**src/rtl/aes_pkg.sv**
```systemverilog
// Shared AES definitions: cipher direction, GF(2^8) helpers and the
// column-serial MixColumns FSM encoding.
package aes_pkg;

  typedef enum logic [1:0] {
    CIPH_FWD = 2'b01,
    CIPH_INV = 2'b10
  } ciph_op_e;

  typedef enum logic [1:0] {
    IDLE = 2'b00,
    BUSY = 2'b01,
    DONE = 2'b10
  } aes_mix_cols_iter_e;

  localparam int unsigned AES_MIX_COLS_CNT_W = 2;

  // Multiply by x modulo x^8+x^4+x^3+x+1
  function automatic logic [7:0] aes_mul2(input logic [7:0] b);
    return {b[6:0], 1'b0} ^ (b[7] ? 8'h1b : 8'h00);
  endfunction

  function automatic logic [7:0] aes_mul4(input logic [7:0] b);
    return aes_mul2(aes_mul2(b));
  endfunction

endpackage

```
**src/rtl/aes_mix_single_column.sv**
```systemverilog
// One-column MixColumns/InvMixColumns. The inverse is the forward matrix
// applied after a {5,0,4,0} circulant pre-multiply, so both share one mixer.
module aes_mix_single_column
  import aes_pkg::*;
(
  input  logic        i_inv,
  input  logic [31:0] i_col,
  output logic [31:0] o_col
);

  logic [3:0][7:0] w_a;
  logic [3:0][7:0] w_p;
  logic [3:0][7:0] w_b;
  logic [7:0]      w_u;
  logic [7:0]      w_v;

  always_comb begin
    w_a = i_col;
    w_u = aes_mul4(w_a[0] ^ w_a[2]);
    w_v = aes_mul4(w_a[1] ^ w_a[3]);
    w_p = w_a;
    if (i_inv) begin
      w_p[0] = w_a[0] ^ w_u;
      w_p[1] = w_a[1] ^ w_v;
      w_p[2] = w_a[2] ^ w_u;
      w_p[3] = w_a[3] ^ w_v;
    end
    // [2 3 1 1] circulant
    w_b[0] = aes_mul2(w_p[0]) ^ aes_mul2(w_p[1]) ^ w_p[1] ^ w_p[2] ^ w_p[3];
    w_b[1] = aes_mul2(w_p[1]) ^ aes_mul2(w_p[2]) ^ w_p[2] ^ w_p[3] ^ w_p[0];
    w_b[2] = aes_mul2(w_p[2]) ^ aes_mul2(w_p[3]) ^ w_p[3] ^ w_p[0] ^ w_p[1];
    w_b[3] = aes_mul2(w_p[3]) ^ aes_mul2(w_p[0]) ^ w_p[0] ^ w_p[1] ^ w_p[2];
    o_col  = w_b;
  end

endmodule

```
**src/rtl/aes_mix_columns_iter.sv**
```systemverilog
// Column-serial MixColumns/InvMixColumns over the 128-bit AES state.
// Define AES_MIX_COLUMNS_ITER_WIPE_EN to zero state and data_o outside DONE.
module aes_mix_columns_iter
  import aes_pkg::*;
(
  input  logic         clk_i,
  input  logic         rst_i,
  input  logic [1:0]   op_i,
  input  logic         in_valid_i,
  output logic         in_ready_o,
  input  logic [127:0] data_i,
  output logic         out_valid_o,
  input  logic         out_ready_i,
  output logic [127:0] data_o
);

  aes_mix_cols_iter_e              r_fsm;
  aes_mix_cols_iter_e              w_fsm_nxt;
  logic [127:0]                    r_data;
  logic                            r_inv;
  logic [AES_MIX_COLS_CNT_W-1:0]   r_cnt;
  logic                            r_in_ready;

  logic                            w_load;
  logic                            w_busy;
  logic                            w_out_hs;
  logic                            w_in_ready_nxt;
  logic [3:0]                      w_col_we;
  logic [31:0]                     w_col_in;
  logic [31:0]                     w_col_out;

  // State register
  always_ff @(posedge clk_i or posedge rst_i) begin
    if (rst_i) r_fsm <= IDLE;
    else       r_fsm <= w_fsm_nxt;
  end

  // Next-state logic
  always_comb begin
    w_fsm_nxt = r_fsm;
    case (r_fsm)
      IDLE:    if (in_valid_i) w_fsm_nxt = BUSY;
      BUSY:    if (r_cnt == AES_MIX_COLS_CNT_W'(3)) w_fsm_nxt = DONE;
      DONE:    if (out_ready_i) w_fsm_nxt = IDLE;
      default: w_fsm_nxt = IDLE;
    endcase
  end

  // Control decode
  always_comb begin
    w_load         = 1'b0;
    w_busy         = 1'b0;
    w_out_hs       = 1'b0;
    w_col_we       = 4'b0000;
    w_in_ready_nxt = (w_fsm_nxt == IDLE);
    case (r_fsm)
      IDLE: w_load   = in_valid_i & r_in_ready;
      BUSY: begin
        w_busy = 1'b1;
        case (r_cnt)
          2'd0:    w_col_we = 4'b0001;
          2'd1:    w_col_we = 4'b0010;
          2'd2:    w_col_we = 4'b0100;
          default: w_col_we = 4'b1000;
        endcase
      end
      DONE: w_out_hs = out_ready_i;
      default: ;
    endcase
  end

  // Column select feeding the shared column unit
  always_comb begin
    case (r_cnt)
      2'd0:    w_col_in = r_data[31:0];
      2'd1:    w_col_in = r_data[63:32];
      2'd2:    w_col_in = r_data[95:64];
      default: w_col_in = r_data[127:96];
    endcase
  end

  aes_mix_single_column u_col (
    .i_inv (r_inv),
    .i_col (w_col_in),
    .o_col (w_col_out)
  );

  // Datapath: load, per-column write-back, counter and ready register
  always_ff @(posedge clk_i or posedge rst_i) begin
    if (rst_i) begin
      r_data     <= '0;
      r_inv      <= 1'b0;
      r_cnt      <= '0;
      r_in_ready <= 1'b0;
    end else begin
      r_in_ready <= w_in_ready_nxt;
      if (w_load) begin
        r_data <= data_i;
        r_inv  <= (op_i == CIPH_INV);
        r_cnt  <= '0;
      end else if (w_busy) begin
        r_cnt <= AES_MIX_COLS_CNT_W'(r_cnt + 1'b1);
        for (int c = 0; c < 4; c++) begin
          if (w_col_we[c]) r_data[32*c +: 32] <= w_col_out;
        end
`ifdef AES_MIX_COLUMNS_ITER_WIPE_EN
      end else if (w_out_hs) begin
        r_data <= '0;
`endif
      end
    end
  end

  assign in_ready_o  = r_in_ready;
  assign out_valid_o = (r_fsm == DONE);

`ifdef AES_MIX_COLUMNS_ITER_WIPE_EN
  assign data_o = out_valid_o ? r_data : '0;
`else
  assign data_o = r_data;
  logic w_unused;
  assign w_unused = w_out_hs;
`endif

endmodule

```
**config.mk**
```make
export PLATFORM = sky130hd
export DESIGN_NAME = aes_mix_columns_iter
export DESIGN_NICKNAME = d
export VERILOG_FILES = /design/src/rtl/aes_pkg.sv /design/src/rtl/aes_mix_single_column.sv /design/src/rtl/aes_mix_columns_iter.sv
export SDC_FILE = /design/constraint.sdc
export NUM_CORES = 1
export LEC_CHECK = 0
export ABC_AREA = 1
export ABC_CLOCK_PERIOD_IN_PS = 5440
export BUFFER_PORTS_ARGS = -buffer_cell sky130_fd_sc_hd__buf_4
export CORE_MARGIN = 1.5
export CORE_UTILIZATION = 55
export DETAILED_ROUTE_END_ITERATION = 12
export GPL_TIMING_DRIVEN = 0
export HOLD_SLACK_MARGIN = 0.06
export PLACE_DENSITY = 0.92
export SLEW_MARGIN = 20
export SYNTH_ARGS = -nofsm -noshare
export SYNTH_HDL_FRONTEND = slang
export SYNTH_SLANG_ARGS = --single-unit
export TNS_END_PERCENT = 1
```
**constraint.sdc**
```tcl
create_clock -name clk_i -period 5.44 [get_ports clk_i]
set_input_delay 0.272 -clock clk_i [delete_from_list [all_inputs] [get_ports clk_i]]
set_output_delay 0.272 -clock clk_i [all_outputs]
set_load 0.01 [all_outputs]
```
# Word level (Yosys, flattened, before mapping)
# Cells that the tools add are included.
dict set report classes {
  addsub 1
  mul 0
  n_div 0
  magnitude_cmp 0
  eq_ne 6
  shifts 0
  n_mux 26
  n_bitwise 31
  reduce_logical 12
}
# cell count
set ops {}
lappend ops {{128-bit 2-to-1 mux} 2}
lappend ops {{8-bit XOR} 30}
lappend ops {{32-bit 2-to-1 mux} 5}
lappend ops {{32-bit one-hot mux with 3 select lines} 1}
lappend ops {{5-bit 2-to-1 mux} 8}
lappend ops {{4-bit one-hot mux with 3 select lines} 1}
lappend ops {{2-bit 2-to-1 mux} 5}
lappend ops {{2-bit nonzero test} 5}
lappend ops {{2-bit equality test, second input constant} 4}
lappend ops {{2-bit AND reduction} 4}
lappend ops {{2-bit zero test} 3}
lappend ops {{2-bit one-hot mux with 3 select lines} 1}
lappend ops {{2-bit by 1-bit equality test with 1-bit output, second input constant} 2}
lappend ops {{4-bit 2-to-1 mux} 1}
lappend ops {{2-bit by 1-bit adder with 2-bit output, second input constant} 1}
lappend ops {{1-bit 2-to-1 mux} 2}
lappend ops {{1-bit AND} 1}
dict set report totals {
  ff_bits 134
  latch_bits 0
  ram_bits 0
  rom_bits 0
  input_bits 134
  out_inout_bits 130
  elab_cells 84
  mem_count 0
}

# Depth between registers and ports, before layout
dict set report logic_depth {
  ltp_word 18
  ltp_mapped 26
}

# Modules after synthesis
# From an unflattened synthesis, not the netlist that was laid out.
dict set report hier_totals {
  hier_cells 1578
  hier_area_um2 9935.8
}
# module instances cells_each area_each_um2
set by_module_without_submodules {}
lappend by_module_without_submodules {aes_mix_columns_iter 1 1068 7298.2}
lappend by_module_without_submodules {aes_mix_single_column 1 510 2637.5}

# Worst setup path after synthesis
# Ideal clock, no wire load.
dict set report synth_timing {
  path_type {flip-flop to flip-flop}
  start {register r_cnt[0]}
  end {register r_data[42] (netlist: data_o[42])}
  setup_time_ps 117
  arrival_ps 2417
  setup_slack_ps 2906
  stages_incl_launch_ff 24
  path_buffers 3
  period_less_slack_ps 2534
  path_cell_list {dfrtp_1 -> ha_1 -> buf_6 -> inv_8 -> buf_12 -> buf_6 -> nand2_1 -> o22ai_2 -> inv_2 -> nand2_1 -> nand2_1 -> nand2_1 -> nand2_1 -> nand2_1 -> nand2_1 -> nand2_2 -> xor2_1 -> inv_1 -> nor2_1 -> nor2_1 -> nand2_1 -> nand2_1 -> nand2_1 -> nand2_1}
}
dict set report synth_via {
  elab_chain_cells 16
  elab_cells_between_ends 32
  cone_classes {eq/ne: 2; mux: 11; bitwise: 16; reduce/logical: 3}
}
# element line_no
set synth_lines {}
lappend synth_lines {{start, declared} aes_mix_columns_iter.sv:21} ;# logic [AES_MIX_COLS_CNT_W-1:0] r_cnt;
lappend synth_lines {{start signal, assigned} aes_mix_columns_iter.sv:102} ;# r_cnt <= AES_MIX_COLS_CNT_W'(r_cnt + 1'b1);
lappend synth_lines {{2-bit equality test, or another cell as far along} {aes_mix_columns_iter.sv:60, aes_mix_columns_iter.sv:74}}
lappend synth_lines {{32-bit one-hot mux with 3 select lines} aes_mix_columns_iter.sv:74} ;# case (r_cnt)
lappend synth_lines {{8-bit XOR (on tied branches)} {aes_mix_single_column.sv:20, aes_mix_single_column.sv:19}}
lappend synth_lines {{5-bit 2-to-1 mux or 8-bit XOR (tied branches)} aes_pkg.sv:20} ;# return {b[6:0], 1'b0} ^ (b[7] ? 8'h1b : 8'h00);
lappend synth_lines {{8-bit XOR or 5-bit 2-to-1 mux (tied branches)} aes_pkg.sv:20}
lappend synth_lines {{8-bit XOR} aes_pkg.sv:20}
lappend synth_lines {{8-bit XOR (on tied branches)} {aes_mix_single_column.sv:24, aes_mix_single_column.sv:25}}
lappend synth_lines {{32-bit 2-to-1 mux} aes_mix_single_column.sv:22} ;# if (i_inv) begin
lappend synth_lines {{8-bit XOR} aes_pkg.sv:20}
lappend synth_lines {{8-bit XOR (4 in series)} aes_mix_single_column.sv:30} ;# w_b[1] = aes_mul2(w_p[1]) ^ aes_mul2(w_p[2]) ^ w_p[2] ^ w_p[3] ^ w_p[0];
lappend synth_lines {{32-bit 2-to-1 mux} aes_mix_columns_iter.sv:104} ;# if (w_col_we[c]) r_data[32*c +: 32] <= w_col_out;
lappend synth_lines {{128-bit 2-to-1 mux} aes_mix_columns_iter.sv:101} ;# end else if (w_busy) begin
lappend synth_lines {{128-bit 2-to-1 mux} aes_mix_columns_iter.sv:97} ;# if (w_load) begin
lappend synth_lines {{end signal, assigned} aes_mix_columns_iter.sv:98} ;# r_data <= data_i;
lappend synth_lines {{end signal, assigned by index} aes_mix_columns_iter.sv:104}
lappend synth_lines {{end, declared} aes_mix_columns_iter.sv:19} ;# logic [127:0] r_data;
# Several ways; a longest one is shown, not always the timed one. The select of a mux whose other input is x is not followed.
# A chain may end at the register's enable or synchronous reset.

# Worst setup path in the final report
dict set report layout_timing {
  start {register r_cnt[0]}
  end {register r_data[127] (netlist: data_o[127])}
}
dict set report layout_via {
  elab_chain_cells 15
  elab_cells_between_ends 28
  cone_classes {eq/ne: 2; mux: 7; bitwise: 16; reduce/logical: 3}
}
# element line_no
set layout_lines {}
lappend layout_lines {{2-bit equality test, or another cell as far along} {aes_mix_columns_iter.sv:60, aes_mix_columns_iter.sv:74}}
lappend layout_lines {{32-bit one-hot mux with 3 select lines} aes_mix_columns_iter.sv:74}
lappend layout_lines {{8-bit XOR (on tied branches)} {aes_mix_single_column.sv:20, aes_mix_single_column.sv:19}}
lappend layout_lines {{8-bit XOR (2 in series)} aes_pkg.sv:20}
lappend layout_lines {{8-bit XOR (on tied branches)} {aes_mix_single_column.sv:26, aes_mix_single_column.sv:23}}
lappend layout_lines {{32-bit 2-to-1 mux} aes_mix_single_column.sv:22}
lappend layout_lines {{8-bit XOR} aes_pkg.sv:20}
lappend layout_lines {{8-bit XOR (4 in series)} aes_mix_single_column.sv:32} ;# w_b[3] = aes_mul2(w_p[3]) ^ aes_mul2(w_p[0]) ^ w_p[0] ^ w_p[1] ^ w_p[2];
lappend layout_lines {{32-bit 2-to-1 mux} aes_mix_columns_iter.sv:104}
lappend layout_lines {{128-bit 2-to-1 mux} aes_mix_columns_iter.sv:101}
lappend layout_lines {{128-bit 2-to-1 mux} aes_mix_columns_iter.sv:97}
# Several ways; a longest one is shown, not always the timed one. The select of a mux whose other input is x is not followed.

==> summary.txt <==
Die
  • Die Ht: around 140 um
  • Starting density of the core: 0.563
  • Core area: 0.0188 mm^2
  • Die area: 0.0201 mm^2
  • Die X: 142 um
  • Ports: 264
  • Std cell rows: 50

Worst hold path
  • Hold Path Class: in2reg

Clock network
  • CTS tree: yes
  • H-tree depth: 4
  • Clk_lat worst skew: 0.44 ns
  • Post-CTS setup buffers: 0
  • CTS Buf Count: 17
  • Clk pin slew, worst setup/hold paths: about 0.070 ns
  • Clock Sinks: 134
  • Clk buf depth: 2
  • Post-CTS sizing: 0
  • CTS Root Cell: clkbuf_16

Critical path
  • Kind of critical path: reg2reg
  • Startpoint types: flip-flop
  • Crit Path Max Fanout: 10
  • Critical path endpoint category: flip-flop
  • Crit path DAT: 4.01 ns
  • CP Data Required Time: 5.78 ns

STA
  • Tcrit/Tclk final: 0.674
  • Fin. Hold Viols: 0
  • Skew final: 0.00990 ns
  • Min cycle time layout: 3.67 ns
  • Achievable Freq: 0.273 GHz
  • Endpoints failing setup: 0
  • Tightest Pin Transition: 0.919 ns
  • Slew Limit Headroom: 0.387
  • Count of final max-slew check failures: 0
  • RSZ-0062 raised after global routing: false

Global route
  • First-pass GRT wire length: about 67000 um
  • Vias in the first global route: 12000
  • Antenna violations before repair: 0
  • Total grt overflow: 0
  • GRT Total Usage: 0.446
  • Largest net degree at the start of global routing: 102

Routing
  • 1st-iter DRT viols: 1690
  • Wl on met1: roughly 16000 um
  • Metal2 WL: 20100 um
  • Detail Route met3 WL: 6120 um
  • DRC: 0
  • Highest Signal Layer: met4
  • Total Wirelength: roughly 45000 um
  • First-pass DRT Iterations: 9
  • ANT nets after route: 0
  • DR WL/cell: 20.5 um
  • Vias per inst: 5.89
  • Detailed-route via count: 12900

Logic synthesis
  • Seq/Total Area, Yosys: 0.316
  • Mapped Cells: 1628
  • Post-synth top area share: 0.316
  • Synthesized net count: 1766
  • Avg Cell Area, Syn: 6.52 um^2
  • Count of unique library cells instantiated by Yosys: 53
  • Cell taking the most area after synthesis: dfrtp_1
  • Ys Warns: 0
  • Mapped cell area: about 0.011 mm^2
  • Synth top area cells: dfrtp_1 (32%), nand2_1 (27%), nand3_1 (4.7%), inv_1 (4.3%), nor2_1 (3.9%)
  • Yosys reg bits: roughly 130

Cells and area
  • Antenna diodes: 0
  • Layout cells sized above 1: 0.237
  • Layout Nets: 2051
  • Area growth from synthesis to layout: 27.8%
  • Commonest cells after routing, fill and taps aside: nand2_1 (752), buf_4 (268), dfrtp_1 (134)
  • Filler cells: 1560
  • Fin area: approximately 0.014 mm^2
  • Most common cell after layout, fill and taps aside: nand2_1

Placement
  • Post-DP HPWL: ~35000 um
  • Gp weighted congestion: approximately 1
  • Number of port buffers: 263
  • Area after DPL: 0.0129 mm^2

Run
  • Max Cap Viol: 0

Status
  • Status: finished clean
## flip-flops by register name (all words and copies together) (netlist names)
| register | flops |
|---|---|
| r_cnt | 2 |
| in_ready_o | 1 |
| data_o | 128 |
| r_fsm | 2 |
| r_inv | 1 |
## logic make-up after synthesis
family / Yosys count / share of synthesized area
and+or+nand+nor: 1060 / 0.421
xor gates and xnor gates: 56 / 0.0606
AOI/OAI and AO/OA: 168 / 0.113
buffers and inverters: 206 / 0.0849
DFF: 134 / 0.316
adders and majority gates: 4 / 0.00472
## per-layer routing
metal | up-vias | track usage
met4 | 0 | 0.209
met5 | - | 0
li1 | 5678 | -
met2 | 1086 | 0.704
met1 | 5884 | 0.572
met3 | 228 | 0.117
## path summary, 6_finish.rpt
check | slack, ns | end | cells after the start | start
max in group asynchronous | 4.28 | data_o[98]$_DFFE_PP0P_ | 4 | rst_i
min in group asynchronous | 0.35 | data_o[72]$_DFFE_PP0P_ | 3 | rst_i
hold reg to reg | 0.52 | data_o[82]$_DFFE_PP0P_ | 2 | data_o[82]$_DFFE_PP0P_
setup reg to reg | 1.77 | data_o[127]$_DFFE_PP0P_ | 16 | r_cnt[0]$_DFFE_PP0P_
setup / recovery | 1.77 | data_o[127]$_DFFE_PP0P_ | 16 | r_cnt[0]$_DFFE_PP0P_
hold / removal | 0.06 | data_o[106]$_DFFE_PP0P_ | 3 | data_i[106]
## per-stage QoR
stage	instances	hold WS, ns	util	TNS (ns)	setup WS [ns]
after floorplan	1628	0.375	-	0	1.59
final	2186	0.0599	0.720	0	1.77
after CTS	2186	0.0632	0.720	0	1.92
after global placement	2151	0.489	0.686	-3.00	-0.0376
after global routing	2186	0.0700	0.720	0	1.63
after detailed placement	2152	0.254	0.687	0	1.94
## critical path, cell delays in order, from the launching register on
cell	delay, ns
dfrtp_1	0.44
inv_1	0.09
ha_1	0.21
buf_4	0.15
buf_2	0.20
a22o_1	0.29
o22ai_1	0.41
inv_1	0.16
nand2_1	0.14
nand4_1	0.12
nand2_1	0.15
nand2_1	0.06
nand2_1	0.22
inv_1	0.14
nand2_1	0.08
nand3_1	0.36
o211ai_1	0.34
## synth_stat cells (all sizes together)
library cell	n
nand3b	1
nand2	795
dfrtp	134
xnor3	1
nand2b	2
nor2	125
o21ai	20
o22ai	14
o31ai	1
buf	33
clkbuf	31
inv	140
xnor2	12
nand4	16
nand3	119
clkinv	2
o21bai	33
xor2	43
a21oi	66
o21a	1
ha	4
a31oi	16
o211ai	6
or2	2
a22o	11
## final cells by class
type	count	area, um^2	area share
buffer	64	360	0.0266
clock buffer	18	429	0.0317
clock inverter	14	165	0.0122
inverter	142	548	0.0404
multi-input combinational	1288	6350	0.469
sequential	134	3350	0.247
tap	260	325	0.0240
timing repair buffer	266	2020	0.149
## repair_timing
item,in CTS,in global routing
setup endpoints to repair,0,0
hold buffers,2,0
hold endpoints to repair,34,0
Power is not shown: default switching activity piles up to over one toggle a cycle in this logic, so the estimate is an artifact.
